--- src/rtl/mc_control_fsm_if.sv ---
// mc_control_fsm_if
// Bundle of signals between the multicycle control unit and the datapath.
//   Instr      : IR bits [25:14] {Cond, Op[1:0], Funct[4:0], Rd[3:0]}
//   ALUFlags   : {N,Z,C,V} from the ALU for the current cycle
//   PCWrite, AdrSrc, MemWrite, IRWrite, RegWrite : enables / address select
//   ResultSrc, ALUSrcA, ALUSrcB, ALUControl      : datapath mux selects
//   ImmSrc, RegSrc                               : decode-derived selects
//   Flags      : stored {N,Z,C,V}
//   Illegal    : one-cycle pulse in DECODE for Op==11
// The master modport is the control unit; the slave modport is the datapath.
interface mc_control_fsm_if;
    logic [11:0] Instr;
    logic [3:0]  ALUFlags;
    logic        PCWrite;
    logic        AdrSrc;
    logic        MemWrite;
    logic        IRWrite;
    logic        RegWrite;
    logic [1:0]  ResultSrc;
    logic        ALUSrcA;
    logic [1:0]  ALUSrcB;
    logic [1:0]  ALUControl;
    logic [1:0]  ImmSrc;
    logic [1:0]  RegSrc;
    logic [3:0]  Flags;
    logic        Illegal;

    modport master (
        input  Instr, ALUFlags,
        output PCWrite, AdrSrc, MemWrite, IRWrite, RegWrite, ResultSrc,
               ALUSrcA, ALUSrcB, ALUControl, ImmSrc, RegSrc, Flags, Illegal
    );

    modport slave (
        output Instr, ALUFlags,
        input  PCWrite, AdrSrc, MemWrite, IRWrite, RegWrite, ResultSrc,
               ALUSrcA, ALUSrcB, ALUControl, ImmSrc, RegSrc, Flags, Illegal
    );
endinterface

--- src/rtl/mc_control_fsm.sv ---
// mc_control_fsm
// Multicycle control unit: sequences one instruction over 2-5 cycles so the
// memory, ALU and PC adder can be shared, keeps the condition flags, and
// gates every architectural write with the instruction's condition.
//   clk   : system clock, rising edge
//   reset : asynchronous, active-high; returns to FETCH with Flags=0000
//   bus   : mc_control_fsm_if.master (IR fields, ALU flags, all selects/enables)
module mc_control_fsm (
    input  logic               clk,
    input  logic               reset,
    mc_control_fsm_if.master   bus
);

    typedef enum logic [3:0] {
        FETCH  = 4'd0,
        DECODE = 4'd1,
        MEMADR = 4'd2,
        MEMRD  = 4'd3,
        MEMWB  = 4'd4,
        MEMWR  = 4'd5,
        EXECR  = 4'd6,
        EXECI  = 4'd7,
        ALUWB  = 4'd8,
        BRANCH = 4'd9
    } stateT;

    // Per-state control word; write requests are held here ungated and the
    // condition/reset gating is applied on the way out.
    typedef struct packed {
        logic       pcWriteAlways;
        logic       pcWriteCond;
        logic       adrSrc;
        logic       memWriteReq;
        logic       irWrite;
        logic       regWriteReq;
        logic [1:0] resultSrc;
        logic       aluSrcA;
        logic [1:0] aluSrcB;
        logic [1:0] aluControl;
    } ctlT;

    stateT      state;
    ctlT        ctl;
    logic [3:0] flags;

    logic       condBit;
    logic [1:0] op;
    logic       iBit;
    logic       cmpBit;
    logic [1:0] aluOpBits;
    logic       sBit;
    logic       condEx;
    logic       flagUpdate;
    logic       unusedRd;

    assign condBit   = bus.Instr[11];
    assign op        = bus.Instr[10:9];
    assign iBit      = bus.Instr[8];
    assign cmpBit    = bus.Instr[7];
    assign aluOpBits = bus.Instr[6:5];
    assign sBit      = bus.Instr[4];

    // Rd travels with the IR field bundle but the control unit never looks at it.
    assign unusedRd  = ^bus.Instr[3:0];

    // Condition comes from the stored flags only, so a flag-setting
    // instruction sees its own new Z in the writeback cycle.
    assign condEx     = condBit | flags[2];
    assign flagUpdate = ((state == EXECR) || (state == EXECI)) && condEx && (sBit | cmpBit);

    // Next state from the current state and the IR fields that steer it.
    function automatic stateT nextStateOf(input stateT s, input logic [1:0] o,
                                          input logic imm, input logic load);
        stateT n;
        case (s)
            FETCH:  n = DECODE;
            DECODE: begin
                case (o)
                    2'b00:   n = imm ? EXECI : EXECR;
                    2'b01:   n = MEMADR;
                    2'b10:   n = BRANCH;
                    default: n = FETCH;
                endcase
            end
            MEMADR: n = load ? MEMRD : MEMWR;
            MEMRD:  n = MEMWB;
            EXECR:  n = ALUWB;
            EXECI:  n = ALUWB;
            default: n = FETCH;
        endcase
        return n;
    endfunction

    // Control word for a state; f carries Funct[3:1] (compare bit and ALU op),
    // which is valid whenever a DP state is being entered.
    function automatic ctlT outputsFor(input stateT s, input logic [3:1] f);
        ctlT c;
        c = '0;
        case (s)
            FETCH: begin
                c.pcWriteAlways = 1'b1;
                c.irWrite       = 1'b1;
                c.aluSrcA       = 1'b1;
                c.aluSrcB       = 2'b10;
                c.resultSrc     = 2'b10;
            end
            DECODE: begin
                c.aluSrcA   = 1'b1;
                c.aluSrcB   = 2'b10;
                c.resultSrc = 2'b10;
            end
            MEMADR: begin
                c.aluSrcB = 2'b01;
            end
            MEMRD: begin
                c.adrSrc = 1'b1;
            end
            MEMWB: begin
                c.resultSrc   = 2'b01;
                c.regWriteReq = 1'b1;
            end
            MEMWR: begin
                c.adrSrc      = 1'b1;
                c.memWriteReq = 1'b1;
            end
            EXECR: begin
                c.aluControl = f[2:1];
            end
            EXECI: begin
                c.aluSrcB    = 2'b01;
                c.aluControl = f[2:1];
            end
            ALUWB: begin
                c.regWriteReq = ~f[3];
            end
            BRANCH: begin
                c.aluSrcB     = 2'b01;
                c.resultSrc   = 2'b10;
                c.pcWriteCond = 1'b1;
            end
            default: c = '0;
        endcase
        return c;
    endfunction

    // State, registered control word and condition flags. The control word
    // is computed for the state being entered so it is valid for the whole
    // cycle. C and V only follow the ALU for ADD/SUB (ALUControl[1]==0).
    always_ff @(posedge clk or posedge reset) begin
        if (reset) begin
            state <= FETCH;
            ctl   <= outputsFor(FETCH, 3'b000);
            flags <= 4'b0000;
        end else begin
            state <= nextStateOf(state, op, iBit, sBit);
            ctl   <= outputsFor(nextStateOf(state, op, iBit, sBit), {cmpBit, aluOpBits});
            if (flagUpdate) begin
                flags[3:2] <= bus.ALUFlags[3:2];
                if (!ctl.aluControl[1]) begin
                    flags[1:0] <= bus.ALUFlags[1:0];
                end
            end
        end
    end

    // Write enables are qualified by the condition and held off while reset
    // is high so nothing half-written escapes an aborted instruction.
    assign bus.PCWrite    = ~reset & (ctl.pcWriteAlways | (ctl.pcWriteCond & condEx));
    assign bus.IRWrite    = ~reset & ctl.irWrite;
    assign bus.RegWrite   = ~reset & ctl.regWriteReq & condEx;
    assign bus.MemWrite   = ~reset & ctl.memWriteReq & condEx;
    assign bus.AdrSrc     = ctl.adrSrc;
    assign bus.ResultSrc  = ctl.resultSrc;
    assign bus.ALUSrcA    = ctl.aluSrcA;
    assign bus.ALUSrcB    = ctl.aluSrcB;
    assign bus.ALUControl = ctl.aluControl;
    assign bus.ImmSrc     = op;
    assign bus.RegSrc     = {op == 2'b01, op == 2'b10};
    assign bus.Flags      = flags;
    assign bus.Illegal    = (state == DECODE) && (op == 2'b11);

endmodule

--- src/flat_wrapper.sv ---
// flat-port wrapper written by rule: the top's interface ports become plain ports
module mc_control_fsm_flat 
  (clk, reset, bus_Instr, bus_ALUFlags, bus_PCWrite, bus_AdrSrc, bus_MemWrite, bus_IRWrite, bus_RegWrite, bus_ResultSrc, bus_ALUSrcA, bus_ALUSrcB, bus_ALUControl, bus_ImmSrc, bus_RegSrc, bus_Flags, bus_Illegal);
  mc_control_fsm_if bus_i ();
  input  logic clk;
  input  logic reset;
  input wire logic [$bits(bus_i.Instr)-1:0] bus_Instr;
  input wire logic [$bits(bus_i.ALUFlags)-1:0] bus_ALUFlags;
  output wire logic [$bits(bus_i.PCWrite)-1:0] bus_PCWrite;
  output wire logic [$bits(bus_i.AdrSrc)-1:0] bus_AdrSrc;
  output wire logic [$bits(bus_i.MemWrite)-1:0] bus_MemWrite;
  output wire logic [$bits(bus_i.IRWrite)-1:0] bus_IRWrite;
  output wire logic [$bits(bus_i.RegWrite)-1:0] bus_RegWrite;
  output wire logic [$bits(bus_i.ResultSrc)-1:0] bus_ResultSrc;
  output wire logic [$bits(bus_i.ALUSrcA)-1:0] bus_ALUSrcA;
  output wire logic [$bits(bus_i.ALUSrcB)-1:0] bus_ALUSrcB;
  output wire logic [$bits(bus_i.ALUControl)-1:0] bus_ALUControl;
  output wire logic [$bits(bus_i.ImmSrc)-1:0] bus_ImmSrc;
  output wire logic [$bits(bus_i.RegSrc)-1:0] bus_RegSrc;
  output wire logic [$bits(bus_i.Flags)-1:0] bus_Flags;
  output wire logic [$bits(bus_i.Illegal)-1:0] bus_Illegal;
  assign bus_i.Instr = bus_Instr;
  assign bus_i.ALUFlags = bus_ALUFlags;
  assign bus_PCWrite = bus_i.PCWrite;
  assign bus_AdrSrc = bus_i.AdrSrc;
  assign bus_MemWrite = bus_i.MemWrite;
  assign bus_IRWrite = bus_i.IRWrite;
  assign bus_RegWrite = bus_i.RegWrite;
  assign bus_ResultSrc = bus_i.ResultSrc;
  assign bus_ALUSrcA = bus_i.ALUSrcA;
  assign bus_ALUSrcB = bus_i.ALUSrcB;
  assign bus_ALUControl = bus_i.ALUControl;
  assign bus_ImmSrc = bus_i.ImmSrc;
  assign bus_RegSrc = bus_i.RegSrc;
  assign bus_Flags = bus_i.Flags;
  assign bus_Illegal = bus_i.Illegal;
  mc_control_fsm u_core (.clk(clk), .reset(reset), .bus(bus_i));
endmodule
--- config.mk ---
export PLATFORM = sky130hd
export DESIGN_NAME = mc_control_fsm_flat
export DESIGN_NICKNAME = d
export VERILOG_FILES = /design/src/rtl/mc_control_fsm_if.sv /design/src/rtl/mc_control_fsm.sv /design/src/flat_wrapper.sv
export SDC_FILE = /design/constraint.sdc
export NUM_CORES = 1
export LEC_CHECK = 0
export BUFFER_PORTS_ARGS = -buffer_cell sky130_fd_sc_hd__buf_2
export CORE_UTILIZATION = 44
export CTS_BUF_LIST = sky130_fd_sc_hd__clkbuf_8 sky130_fd_sc_hd__clkbuf_16
export DETAILED_ROUTE_END_ITERATION = 7
export PLACE_DENSITY = 0.81
export RECOVER_POWER = 50
export REMOVE_ABC_BUFFERS = 1
export SLEW_MARGIN = 20
export SYNTH_ARGS = -nofsm -noshare
export SYNTH_HDL_FRONTEND = slang
export SYNTH_SLANG_ARGS = --single-unit
export TNS_END_PERCENT = 10
--- constraint.sdc ---
create_clock -name clk -period 2.8 [get_ports clk]
set_input_delay 0.56 -clock clk [delete_from_list [all_inputs] [get_ports clk]]
set_output_delay 0.56 -clock clk [all_outputs]
set_load 0.05 [all_outputs]
==> metrics <==
outcome completed; synth unique cells 29; cell area after synthesis 932 um^2; final instance count without filler cells 142; via density per instance 5.04; Post-Route Setup TNS 0 ns; total count of max-transition violations in the final report 0; adder and majority cell fraction of the synthesized area 0; shortest period the worst path allows 2.04 ns; num rows 16; Max Fclk 490 MHz; Final Setup Violations 0; Post-Syn Area per Cell 10.8 um^2; most frequent cells in the layout buf_2 (33), dfrtp_1 (16), nor2_1 (10); fin util 0.556; I/O pins 39; first-pass GRT wire length 2.57 mm; global router's overall resource usage 0.165; DRT Pass-1 Iters 4; antenna-violating nets left 0; most used routing layer in global routing met2; maximum number of pins on one net before global-route repair 16; mux cell area share after synthesis 0.0362; worst slew margin relative to its limit 0.504; antenna cell count 0; crit-path most repeated cell nor2_1; number of fill cells 179; vias after detailed routing 716; Power per Cell Area 1130 nW/um^2; portion of the clock cycle consumed by the worst path in the final layout 0.729; placed standard-cell area 1070 um^2; die area 2310 um^2; part of the Yosys area used for sequential elements 0.542; area overhead of the layout relative to synthesis 18.1%; final critical-path setup slack 0.759 ns; detailed placement HPWL 1.27 mm; endpoint type of the worst setup path output port; family with the most delay on the worst path simple AND/OR/NAND/NOR gates; Post-layout nets 134; slowest cell delay on critical path 0.45 ns; drt total wl 1.67 mm; total power 1.24 mW; Final GP Congestion 0.822; DIE HEIGHT 48.0 um; M3 GR Usage 0.0226; average wire length per cell after detail routing 11.7 um; Setup Fix Bufs, Post-CTS 0; required time worst endpoint 2.24 ns; post-route cell area 1100 um^2; First DRT Iteration DRCs 7; number of global-route vias before repair 611; main combinational cell family by area after synthesis simple AND/OR/NAND/NOR gates; number of endpoints with negative hold slack in the final report 0; total of max-cap violations 0; clock buffers created by TritonCTS 3; maximum fanout along the worst path 8; Reg clk slew, reported paths 0.07 ns; XOR/XNOR Fraction of Synth Area 0; core area 1980 um^2; Setup Skew 0.00590 ns; crit path max-delay cell type dfrtp_1; sequence of cells on the critical path nor2_1, nand3b_1, nor2_1, buf_2; simple logic cell fraction of the synthesized area 0.227; CP startpoint kind register; Gates resized, CTS repair 0; most common library cell in the layout ignoring fill and taps buf_2; DRC violations left 0; worst reg2reg path depth 4; floorplan die width 48.0 um; CTS H-Tree Depth 1; unrepaired setup endpoints after global routing no; number of clock sinks 20; Clk Tree Root Cell clkbuf_8; data arrival time of the critical path 1.48 ns; Warnings, synthesis 0; share of layout cells above drive strength 1 0.400; clock insertion delay at the later pin of the skew report 0.25 ns; M1 GR Usage 0.194; total of buffers placed on input and output ports 34; leakage power figure 0.600 nW; leftover overflow at the end of global routing 0; category of the most critical setup path register to output port; number of cells in the design after placement 138; maximum root-to-sink buffer count 2; number of antenna violations at the first check in global routing 0; Post-CTS Hold Fix Bufs 0; Worst-Margin Slew 0.745 ns; number of instances in the synthesized netlist 86; clock tree from TritonCTS done; share of the synthesized area in compound gates (AO/OA/AOI/OAI) 0.0846; global-route met2 utilization 0.284; starting density of the core 0.470; Setup Slack @ Placement 0.803 ns; class of the most critical hold timing path primary input to asynchronous set/reset pin; post-route worst hold slack 0.231 ns; synthesis-stage register bit count 20; VDD IR max 0.450 mV; number of logic stages on the critical path including buffering 4; critical path buffer and inverter count 1
## synthesized netlist by cell type
cell type  count  area [um^2]
nor3_4         1         16.3
nand3b_1       1         7.51
buf_4          8         60.1
o21ai_2        1         8.76
o21ai_0        1         5.00
o22a_1         1         8.76
buf_2          1         5.00
o21bai_1       1         7.51
or2_2          2         12.5
nor2b_1        4         25.0
and3_1         4         25.0
dfrtp_1       16          400
a31oi_1        2         12.5
dfstp_2        4          105
nor2_1        10         37.5
nand3_1        1         5.00
and3b_1        1         8.76
nor3_1         5         25.0
mux2_1         3         33.8
a21boi_1       1         7.51
o41ai_2        1         16.3
nor3b_1        2         15.0
buf_6          1         11.3
nor4b_2        1         15.0
inv_1          7         26.3
nand2_1        3         11.3
and2_2         1         7.51
a22oi_1        1         7.51
a21oi_1        1         5.00
## registers in the layout, indices dropped and copies added, names as in the netlist
register               cells
u_core.bus.Flags           4
u_core.state               4
u_core.bus.AdrSrc          1
u_core.bus.ALUSrcA         1
u_core.ctl                 4
u_core.bus.ALUControl      2
u_core.bus.ResultSrc       2
u_core.bus.ALUSrcB         2
## metal layers
| metal | part of all wire | wire length (um) |
|---|---|---|
| met5 | 0 | 0 |
| met4 | 0.028 | 47 |
| met3 | 0.041 | 68 |
| met2 | 0.52 | 860 |
| met1 | 0.41 | 690 |
## worst reg2reg max path, stage by stage (launching register included)
cell	delay, ns
dfrtp_1	0.49
nor4b_1	0.51
and2_2	0.25
nor2_1	0.06
o41ai_2	0.20
## final cells by class
cell class	instances	area [um^2]	share of cell area
flip-flops and latches	20	505	0.459
clock inverters	1	3.75	0.00341
well taps	27	33.8	0.0307
clock buffers	3	41.3	0.0375
inverters	7	26.3	0.0239
multi-input cells	49	318	0.289
repair buffers	35	173	0.157
## logic make-up (layout without fill, tap and decap cells)
| logic type | count (synthesis) | count (layout) |
|---|---|---|
| compound gates | 10 | 10 |
| buf+inv | 17 | 46 |
| flops | 20 | 20 |
| mux | 3 | 3 |
| simple gates | 36 | 36 |
## power breakdown
group          total, mW  internal (mW)  switching, mW
registers          0.485          0.407         0.0782
clock network      0.180         0.0974         0.0831
logic              0.579          0.155          0.424
## final timing paths
kind | startpoint | slack (ns) | end
setup / recovery | u_core.state[3]$_DFF_PP0_ | 0.76 | bus_Illegal
hold / removal | reset | 0.23 | u_core.bus.Flags[0]$_DFFE_PP0P_
setup reg to reg | u_core.state[1]$_DFF_PP0_ | 1.18 | u_core.ctl[7]$_DFF_PP0_
hold reg to reg | u_core.bus.Flags[3]$_DFFE_PP0P_ | 0.48 | u_core.bus.Flags[3]$_DFFE_PP0P_
max in group asynchronous | reset | 1.62 | u_core.state[3]$_DFF_PP0_
min in group clk | u_core.bus.Flags[3]$_DFFE_PP0P_ | 0.48 | u_core.bus.Flags[3]$_DFFE_PP0P_
Power figures use the tool's default switching activity.
